<file path="config.mk">
export PLATFORM = sky130hd
export DESIGN_NAME = key_pulse_gen_flat
export DESIGN_NICKNAME = d
export VERILOG_FILES = /design/src/rtl/key_pulse_gen_if.sv /design/src/rtl/key_pulse_gen.sv /design/src/flat_wrapper.sv
export SDC_FILE = /design/constraint.sdc
export NUM_CORES = 1
export LEC_CHECK = 0
export ABC_AREA = 0
export ABC_CLOCK_PERIOD_IN_PS = 3860
export BUFFER_PORTS_ARGS = -buffer_cell sky130_fd_sc_hd__buf_4
export CAP_MARGIN = 20
export CORE_MARGIN = 2
export CORE_UTILIZATION = 64
export DETAILED_ROUTE_END_ITERATION = 10
export GPL_ROUTABILITY_DRIVEN = 0
export PLACE_DENSITY_LB_ADDON = 0.1
export SLEW_MARGIN = 20
export SYNTH_ARGS = -nofsm -noshare
export SYNTH_HDL_FRONTEND = slang
export SYNTH_SLANG_ARGS = --single-unit
</file>
<file path="constraint.sdc">
create_clock -name Clk -period 3.86 [get_ports Clk]
set_input_delay 0.772 -clock Clk [delete_from_list [all_inputs] [get_ports Clk]]
set_output_delay 0.772 -clock Clk [all_outputs]
set_load 0.02 [all_outputs]
</file>
<file path="src/rtl/key_pulse_gen_if.sv">
// Pushbutton-to-pulse bus: raw key and repeat enable in, debounced strobes out.
// The master side drives the key; the slave side is the pulse generator.
interface key_pulse_gen_if;
  logic KeyN;
  logic Enable;
  logic Pulse;
  logic Level;
  logic Repeating;

  modport master (output KeyN, output Enable,
                  input  Pulse, input Level, input Repeating);
  modport slave  (input  KeyN, input Enable,
                  output Pulse, output Level, output Repeating);
endinterface

</file>
<file path="src/rtl/key_pulse_gen.sv">
// Debounces one active-low pushbutton into a single-cycle count-enable strobe,
// with optional hold-to-auto-repeat, on the system clock.
module key_pulse_gen #(
  parameter int DEBOUNCE_CYCLES = 500000,
  parameter int HOLD_CYCLES     = 25000000,
  parameter int REPEAT_CYCLES   = 5000000,
  parameter int CNT_W           = 25
) (
  input  logic           Clk,
  input  logic           Resetn,
  key_pulse_gen_if.slave kp
);

  localparam logic [CNT_W-1:0] DEB_LAST  = CNT_W'(DEBOUNCE_CYCLES - 1);
  localparam logic [CNT_W-1:0] HOLD_LAST = CNT_W'(HOLD_CYCLES - 1);
  localparam logic [CNT_W-1:0] REP_LAST  = CNT_W'(REPEAT_CYCLES - 1);

  typedef enum logic [2:0] {
    IDLE,
    PRESS_WAIT,
    HELD,
    REPEAT,
    RELEASE_WAIT
  } state_t;

  state_t           state_q, state_d;
  logic [CNT_W-1:0] timer_q, timer_d;
  logic [1:0]       sync_q;
  logic             key_s;
  logic             pulse_q, pulse_d;
  logic             level_q, level_d;
  logic             rep_q,   rep_d;

  // Two-flop synchronizer; resets to "released" so a held key re-debounces.
  always_ff @(posedge Clk) begin
    if (!Resetn) sync_q <= 2'b11;
    else         sync_q <= {sync_q[0], kp.KeyN};
  end

  assign key_s = ~sync_q[1];

  always_ff @(posedge Clk) begin
    if (!Resetn) begin
      state_q <= IDLE;
      timer_q <= '0;
      pulse_q <= 1'b0;
      level_q <= 1'b0;
      rep_q   <= 1'b0;
    end else begin
      state_q <= state_d;
      timer_q <= timer_d;
      pulse_q <= pulse_d;
      level_q <= level_d;
      rep_q   <= rep_d;
    end
  end

  // Release always wins over a pending pulse; a dropped Enable in REPEAT
  // wins over a repeat strobe.
  always_comb begin
    state_d = state_q;
    timer_d = timer_q + 1'b1;
    pulse_d = 1'b0;
    case (state_q)
      IDLE: begin
        timer_d = '0;
        if (key_s) state_d = PRESS_WAIT;
      end
      PRESS_WAIT: begin
        if (!key_s) begin
          state_d = IDLE;
          timer_d = '0;
        end else if (timer_q == DEB_LAST) begin
          state_d = HELD;
          timer_d = '0;
          pulse_d = 1'b1;
        end
      end
      HELD: begin
        if (!key_s) begin
          state_d = RELEASE_WAIT;
          timer_d = '0;
        end else if (!kp.Enable) begin
          timer_d = '0;
        end else if (timer_q == HOLD_LAST) begin
          state_d = REPEAT;
          timer_d = '0;
          pulse_d = 1'b1;
        end
      end
      REPEAT: begin
        if (!key_s) begin
          state_d = RELEASE_WAIT;
          timer_d = '0;
        end else if (!kp.Enable) begin
          state_d = HELD;
          timer_d = '0;
        end else if (timer_q == REP_LAST) begin
          timer_d = '0;
          pulse_d = 1'b1;
        end
      end
      RELEASE_WAIT: begin
        if (key_s) begin
          state_d = HELD;
          timer_d = '0;
        end else if (timer_q == DEB_LAST) begin
          state_d = IDLE;
          timer_d = '0;
        end
      end
      default: begin
        state_d = IDLE;
        timer_d = '0;
      end
    endcase
    level_d = (state_d == HELD) || (state_d == REPEAT) || (state_d == RELEASE_WAIT);
    rep_d   = (state_d == REPEAT);
  end

  assign kp.Pulse     = pulse_q;
  assign kp.Level     = level_q;
  assign kp.Repeating = rep_q;

endmodule

</file>
<file path="src/flat_wrapper.sv">
// flat-port wrapper written by rule: the top's interface ports become plain ports
module key_pulse_gen_flat 
#(
  parameter int DEBOUNCE_CYCLES = 500000,
  parameter int HOLD_CYCLES     = 25000000,
  parameter int REPEAT_CYCLES   = 5000000,
  parameter int CNT_W           = 25
)
  (Clk, Resetn, kp_KeyN, kp_Enable, kp_Pulse, kp_Level, kp_Repeating);
  key_pulse_gen_if kp_i ();
  input  logic Clk;
  input  logic Resetn;
  input wire logic [$bits(kp_i.KeyN)-1:0] kp_KeyN;
  input wire logic [$bits(kp_i.Enable)-1:0] kp_Enable;
  output wire logic [$bits(kp_i.Pulse)-1:0] kp_Pulse;
  output wire logic [$bits(kp_i.Level)-1:0] kp_Level;
  output wire logic [$bits(kp_i.Repeating)-1:0] kp_Repeating;
  assign kp_i.KeyN = kp_KeyN;
  assign kp_i.Enable = kp_Enable;
  assign kp_Pulse = kp_i.Pulse;
  assign kp_Level = kp_i.Level;
  assign kp_Repeating = kp_i.Repeating;
  key_pulse_gen #(.DEBOUNCE_CYCLES(DEBOUNCE_CYCLES), .HOLD_CYCLES(HOLD_CYCLES), .REPEAT_CYCLES(REPEAT_CYCLES), .CNT_W(CNT_W)) u_core (.Clk(Clk), .Resetn(Resetn), .kp(kp_i));
endmodule
</file>
## Word level (Yosys, flattened, before mapping)

Cells that the tools add are included.

| operators by class | value |
|---|---|
| $add $sub $neg | 1 |
| eq/ne operators | 10 |
| muxes and demuxes | 30 |
| reductions and logical operators | 3 |

Operators with widths:

| cell | count |
|---|---|
| 25-bit two-way mux | 9 |
| 25-bit one-hot mux with 4 select lines | 1 |
| 3-bit two-way mux | 10 |
| 25-bit by 1-bit adder with 25-bit output (second input constant) | 1 |
| 25-bit by 19-bit equality test with 1-bit output (second input constant) | 1 |
| 25-bit by 23-bit equality test with 1-bit output (second input constant) | 1 |
| 25-bit equality test (second input constant) | 1 |
| 3-bit one-hot mux with 5 select lines | 1 |
| 3-bit by 2-bit equality test with 1-bit output (second input constant) | 4 |
| 1-bit two-way mux | 8 |
| 3-bit equality test (second input constant) | 2 |
| 3-bit by 1-bit equality test with 1-bit output (second input constant) | 1 |
| 3-bit logical NOT | 1 |
| 1-bit one-hot mux with 3 select lines | 1 |
| 1-bit logical OR | 2 |

| storage, ports and cells | value |
|---|---|
| flip-flop bits (word level) | 33 |
| input bits | 4 |
| word-level logic and storage cells | 50 |

## Logic depth before layout (Yosys ltp)

Gate-level depths: netlist (run 1).

| depth | value |
|---|---|
| depth in word-level cells | 8 |
| gate-level depth with buffers | 7 |
| depth with buffers taken out | 6 |

## Worst setup path after synthesis (run 1)

Ideal clock, no wire load.

| path | value |
|---|---|
| path type | register to register |
| start point | register u_core.timer_q[0] |
| end point | register u_core.timer_q[18] |
| library setup time | 0.114 ns |
| data arrival time | 1.643 ns |
| required time | 3.746 ns |
| setup slack | 2.103 ns |
| cell stages (with the launch flop) | 7 |
| path buffers | 0 |
| period minus slack after synthesis | 1.757 ns |
| path through | dfxtp_1 ha_1 nand4_1 nor4_1 nand4_1 xor2_1 nor2_1 |

| between the ends | value |
|---|---|
| word-level cells in the longest chain between the ends | 5 |
| elaborated cells between the ends (all ways) | 14 |

Ends and longest elaborated chain:

| item | line | source |
|---|---|---|
| start: declaration | key_pulse_gen.sv:27 | `logic [CNT_W-1:0] timer_q, timer_d;` |
| start signal: assignment | key_pulse_gen.sv:51 | `timer_q <= timer_d;` |
| 25-bit by 1-bit adder with 25-bit output (tied with other cells) | key_pulse_gen.sv:62 | `timer_d = timer_q + 1'b1;` |
| 25-bit two-way mux, on equally long branches | key_pulse_gen.sv:98, key_pulse_gen.sv:85 |  |
| 25-bit two-way mux, on equally long branches | key_pulse_gen.sv:95, key_pulse_gen.sv:83 |  |
| 25-bit two-way mux, on equally long branches | key_pulse_gen.sv:92, key_pulse_gen.sv:80 |  |
| 25-bit one-hot mux with 4 select lines (*) | key_pulse_gen.sv:64 | `case (state_q)` |

Every way passes the cells marked *; elsewhere a longest branch is shown, timed or not.
A chain may end at the register's enable or synchronous reset.

## Final worst setup path (run 1)

Same ends and word-level chain as after synthesis.

==> results of run 1 <==
==> cells in the mapped netlist, drive strengths merged <==
library cell | count | area (um^2)
dfxtp | 33 | 660.6
nor2 | 33 | 123.9
xor2 | 18 | 157.7
nand4 | 13 | 81.33
nand2 | 11 | 41.29
nand3 | 10 | 50.05
xnor2 | 5 | 43.79
and3 | 4 | 25.02
and4 | 4 | 35.03
nor4 | 4 | 25.02
nand2b | 3 | 18.77
nor3 | 3 | 15.01
buf | 2 | 22.52
clkbuf | 2 | 10.01
inv | 2 | 7.510
nor3b | 2 | 20.02
nor4b | 2 | 17.52
nor4bb | 2 | 20.02
o21ai | 2 | 10.01
o22ai | 2 | 12.51
a211oi | 1 | 12.51
a21oi | 1 | 5.000
a221o | 1 | 10.01
a31oi | 1 | 6.260
and2 | 1 | 6.260
and3b | 1 | 8.760
ha | 1 | 12.51
nand3b | 1 | 7.510
nand4b | 1 | 8.760
nor2b | 1 | 6.260
o22a | 1 | 17.52
o2bb2ai | 1 | 8.760
or2 | 1 | 6.260
or4 | 1 | 11.26
==> worst register-to-register path, stage by stage, from the launching register on <==
cell     delay, ps
dfxtp_1        390
ha_1           240
nand4_1        160
nor4_1         830
nand4_1        200
xor2_1         180
nor2_1          90
==> cell usage in the layout (no fill, tap or decap), drive strengths merged, types with 4 or more instances in the layout <==
cell type and n:
and3 4, and4 4, buf 6, clkbuf 7, dfxtp 33, nand2 11, nand3 10, nand4 13
nor2 33, nor4 4, xnor2 5, xor2 18
==> layout make-up <==
cell class,instances,area (um^2),share of cell area
Clock buffer,7,55.05,0.03321
Clock inverter,1,30.03,0.01811
Tap cell,28,35.03,0.02113
Inverter,2,7.507,0.004528
Timing Repair Buffer,6,45.04,0.02717
Sequential cell,33,660.6,0.3985
Multi-Input combinational cell,132,824.5,0.4974
==> kinds of logic after synthesis <==
logic type / share of synthesized area
AOI/OAI and AO/OA: 0.05414
xor gates and xnor gates: 0.1321
adders and majority gates: 0.008202
buffers and inverters: 0.02625
DFF: 0.4331
and+or+nand+nor: 0.3462
==> registers in the layout (all words and copies together), names as in the netlist <==
register             flops
u_core.kp.Repeating      1
u_core.sync_q            2
u_core.kp.Pulse          1
u_core.state_q           3
u_core.timer_q          25
u_core.kp.Level          1
==> routing by layer <==
metal / global-route usage / vias to the layer above / share of wire
li1: - / 628 / -
met1: 0.3316 / 590 / 0.47
met2: 0.4063 / 29 / 0.47
met3: 0.06000 / 7 / 0.036
met4: 0.08974 / 0 / 0.017
met5: 0 / - / 0
==> path summary, 6_finish.rpt <==
path                                        start                  to  slack [ps]  depth (start not counted)
worst max-delay path            u_core.timer_q[0]  u_core.timer_q[18]        1690                          6
worst min-delay path             u_core.sync_q[0]    u_core.sync_q[1]         420                          1
worst max register to register  u_core.timer_q[0]  u_core.timer_q[18]        1690                          6
worst min register to register   u_core.sync_q[0]    u_core.sync_q[1]         420                          1
==> report_power, final <==
group | total [W] | internal, W | switching [W]
logic | 0.00000615 | 0.00000362 | 0.00000253
clock network | 0.000270 | 0.000155 | 0.000115
registers | 0.000343 | 0.000341 | 0.00000105
==> metrics by stage <==
stage / total power [W] / cell area, um^2
after global placement: 0.0003562 / 1573
after detailed placement: 0.0003564 / 1573
after global routing: 0.0006402 / 1658
after CTS: 0.0006218 / 1658
after floorplan: 0.0003528 / 1525
final: 0.0006187 / 1658
==> qor.yml, run 1 <==
outcome:
  outcome: "complete, no violations"
yosys:
  syn_area_per_cell_um2: 8.919
  synth_area_um2: 1525
  yosysSeqAreaShare: 0.4331
  synth_nets: 176
  ys_ff_latch: 33
  synth.distinct_cells: 35
  synthCells: 171
  yosysWarnings: 0
layout:
  fin_util: 0.7423
  fill_cells: 173
  finalNonFillerCells: 209
  area_delta_synth_final_pct: 8.696
  drive_above_1_share: 0.09945
  layout.nets: 185
  antenna_cells: 0
detailed_routing:
  postRouteAntennaNets: 0
  drt_iter0_drc: 39
  vias: 1254
  wl_um: 2929
  wl_per_cell_um: 14.01
  drt-pass1-iter-count: 5
  via_per_inst: 6.000
  drc: 0
setup_path:
  path_cells: "ha_1 > nand4_1 > nor4_1 > nand4_1 > xor2_1 > nor2_1"
  start_kind: "flip-flop"
  cp.arrival_ps: 2450
  cp-end-kind: "flip-flop"
  path_class: "flip-flop to flip-flop"
  cp_slowest_cell: "nor4_1"
  cpPeakStageDelay_ps: 830
  cp.required_ps: 4140
  crit_top_cell: "nand4_1"
  crit_buf_inv: 0
  cp_max_fo: 6
  path_delay_family: "simple AND/OR/NAND/NOR gates"
die:
  die_area_um2: 2789
  ios: 7
  die_y_um: 52.82
  core-area_um2: 2233
  initial_core_util: 0.6829
  die_w_um: 52.82
  std_cell_rows: 17
cts:
  post_cts_buffers: 0
  clock_sinks: 33
  hold_buffers: 0
  htree_levels: 2
  clkTransAtPathRegs_ps: 100
  cts_buffers: 5
  clk_latency_ps: 340
  cts_tree: "done"
  max-clock-path-buffers: 2
  ctsRootBufferMaster: "clkbuf_4"
  postCtsResizedCells: 0
sta:
  max_slew_margin: 0.3795
  final_max_slew_viol_count: 0
  min_period_over_period: 0.5612
  setup_ws_ps: 1694
  holdWs_ps: 424.3
  rsz0062_at_grt: "false"
  layout_min_cycle_time_ps: 2166
  fmax_mhz: 461.7
  setup_violations: 0
  max_slew.worst_pin.slew_ps: 922.3
  fin_skew_ps: 7.702
  hold_viol: 0
  setup_tns_ps: 0
global_route:
  grt_max_degree: 26
  grt_pass1_wl_um: 5133
  overflow: 0
  grt_use_total: 0.2537
  antenna_found_initial: 0
  grt_pass1_vias: 1116
place:
  dp_cells: 201
  hpwl_um: 2002
  port_buffers: 6
  pre_cts_slack_ps: 1721
power:
  power_density_nw_per_um2: 373.2
  p_leak_nw: 0.5206
  max-vdd-ir-drop_v: 0.0003097
min_path:
  hp-class: "flip-flop to flip-flop"
job:
  drv_cap: 0
No activity file was read; power rests on OpenSTA's default activity.
==> run 2, diff against run 1 <==
--- a/config.mk
+++ b/config.mk
@@ -6,11 +6,11 @@
 export NUM_CORES = 1
 export LEC_CHECK = 0
 export ABC_AREA = 0
-export ABC_CLOCK_PERIOD_IN_PS = 3860
+export ABC_CLOCK_PERIOD_IN_PS = 2240
 export BUFFER_PORTS_ARGS = -buffer_cell sky130_fd_sc_hd__buf_4
 export CAP_MARGIN = 20
 export CORE_MARGIN = 2
-export CORE_UTILIZATION = 64
+export CORE_UTILIZATION = 59
 export DETAILED_ROUTE_END_ITERATION = 10
 export GPL_ROUTABILITY_DRIVEN = 0
 export PLACE_DENSITY_LB_ADDON = 0.1
==> constraint.sdc (replaced) <==
create_clock -name Clk -period 2.24 [get_ports Clk]
set_input_delay 0.448 -clock Clk [delete_from_list [all_inputs] [get_ports Clk]]
set_output_delay 0.448 -clock Clk [all_outputs]
set_load 0.02 [all_outputs]
==> qor.yml, run 2 (same netlist as run 1, synthesis figures left out) <==
outcome:
  outcome: "complete, no violations"  # unchanged
cts:
  cts_tree: "done"  # unchanged
  clock_sinks: 33  # unchanged
  htree_levels: 2  # unchanged
  ctsRootBufferMaster: "clkbuf_4"  # unchanged
  hold_buffers: 0  # unchanged
  postCtsResizedCells: 0  # unchanged
  post_cts_buffers: 0  # unchanged
  cts_buffers: 5  # unchanged
  clk_latency_ps: 330  # was 340 ps
  clkTransAtPathRegs_ps: 90  # was 100 ps
  max-clock-path-buffers: 2  # unchanged
detailed_routing:
  wl_um: 3060  # was 2929 um
  postRouteAntennaNets: 0  # unchanged
  drt_iter0_drc: 55  # was 39
  drt-pass1-iter-count: 4  # was 5
  via_per_inst: 6.123  # was 6.000
  wl_per_cell_um: 14.50  # was 14.01 um
  vias: 1292  # was 1,254
  drc: 0  # unchanged
layout:
  reg_top3: "u_core.timer_q: 25 flops, u_core.state_q: 3 flops, u_core.sync_q: 2 flops"  # unchanged
  layout.nets: 186  # was 185
  final_area_um2: 1638  # was 1658 um^2
  area_delta_synth_final_pct: 7.383  # was 8.696%
  final_cell_mix: "nor2_1, dfxtp_1, xor2_1, nand4_1, nand2_1"  # unchanged
  antenna_cells: 0  # unchanged
  multi_input_area_um2: 824.5  # unchanged
  largest_reg_flops: 25  # unchanged
  fill_cells: 201  # was 173
  drive_above_1_share: 0.09945  # unchanged
  area.sequential_um2: 660.6  # unchanged
  top_register: "u_core.timer_q"  # unchanged
setup_path:
  cp.arrival_ps: 2200  # was 2450 ps
  path_class: "flip-flop to flip-flop"  # unchanged
  cp-end-kind: "flip-flop"  # unchanged
  r2r_cells: 5  # was 6
  cp.required_ps: 2460  # was 4140 ps
  path_cells: "nor4_1 > nand4_1 > a211oi_2 > o22a_4 > nor2_1"  # was ha_1 > nand4_1 > nor4_1 > nand4_1 > xor2_1 > nor2_1
  path_delay_family: "simple AND/OR/NAND/NOR gates"  # unchanged
  crit_buf_inv: 0  # unchanged
  cp_max_fo: 25  # was 6
  cpPeakStageDelay_ps: 530  # was 830 ps
  cp_slowest_cell: "nor4_1"  # unchanged
  start_kind: "flip-flop"  # unchanged
  worstSetupPathDepth: 5  # was 6
power:
  total_power_w: 0.0009332  # was 0.0006187 W
  power_density_nw_per_um2: 569.8  # was 373.2 nW/um^2
  max-vdd-ir-drop_v: 0.0005013  # was 0.0003097 V
  p_leak_nw: 0.5119  # was 0.5206 nW
sta:
  max_slew_margin: 0.5654  # was 0.3795
  layout_min_cycle_time_ps: 1987  # was 2166 ps
  hold_viol: 0  # unchanged
  rsz0062_at_grt: "false"  # unchanged
  setup_tns_ps: 0  # unchanged
  setup_ws_ps: 253.4  # was 1694 ps
  setup_violations: 0  # unchanged
  fin_skew_ps: 5.478  # was 7.702 ps
  fmax_mhz: 503.4  # was 461.7 MHz
  min_period_over_period: 0.8869  # was 0.5612
  final_max_slew_viol_count: 0  # unchanged
  max_slew.worst_pin.slew_ps: 649.0  # was 922.3 ps
global_route:
  grt_max_degree: 26  # unchanged
  grt_use_total: 0.2311  # was 0.2537
  grt_pass1_vias: 1108  # was 1,116
  antenna_found_initial: 0  # unchanged
  grt_pass1_wl_um: 4767  # was 5133 um
  overflow: 0  # unchanged
die:
  die_w_um: 54.85  # was 52.82 um
  std_cell_rows: 18  # was 17
  die_area_um2: 3008  # was 2789 um^2
  initial_core_util: 0.6213  # was 0.6829
  die_y_um: 54.85  # was 52.82 um
  core-area_um2: 2455  # was 2233 um^2
  ios: 7  # unchanged
place:
  hpwl_um: 2098  # was 2002 um
  place_area_um2: 1583  # was 1573 um^2
  port_buffers: 6  # unchanged
  pre_cts_slack_ps: 304.3  # was 1721 ps
min_path:
  hp-class: "input pin to flip-flop"  # was flip-flop to flip-flop
  whs_path_depth: 2  # was 1
job:
  drv_cap: 0  # unchanged
[run 2: cell types whose count changed in the layout (fill, tap and decap cells not counted)]
cell,change
buf_4,+1
bufinv_16,-1
[run 2: stage by stage]
step           hold slack, ps  std cells  utilization
4_1_cts                 295.5        211       0.6672
3_5_place_dp            411.5        204       0.6448
2_1_floorplan           386.3        171            -
5_1_grt                 271.3        211       0.6672
6_report                299.7        211       0.6672
3_3_place_gp            392.8        204       0.6448
[run 2: layout make-up]
type                            instances  share of cell area
Multi-Input combinational cell        132              0.5034
Sequential cell                        33              0.4034
Clock buffer                            7             0.03361
Timing Repair Buffer                    7             0.03209
Tap cell                               30             0.02292
Inverter                                2            0.004584
[run 2: final timing paths]
path	startpoint	end	slack [ps]
hold / removal	kp_KeyN	u_core.sync_q[0]	300
setup / recovery	u_core.timer_q[7]	u_core.timer_q[15]	250
setup reg to reg	u_core.timer_q[7]	u_core.timer_q[15]	250
hold reg to reg	u_core.sync_q[0]	u_core.sync_q[1]	420
[run 2: where the power goes]
group | internal, W | switching (W)
logic | 0.00000624 | 0.00000446
clock network | 0.000148 | 0.000184
registers | 0.000588 | 0.00000186
[run 2: per-layer routing]
metal,up-vias,track usage,routed length (um)
met1,602,0.2571,1361
met4,0,0.1042,42
li1,628,-,-
met5,-,0,0
met2,55,0.3750,1473
met3,7,0.1038,182
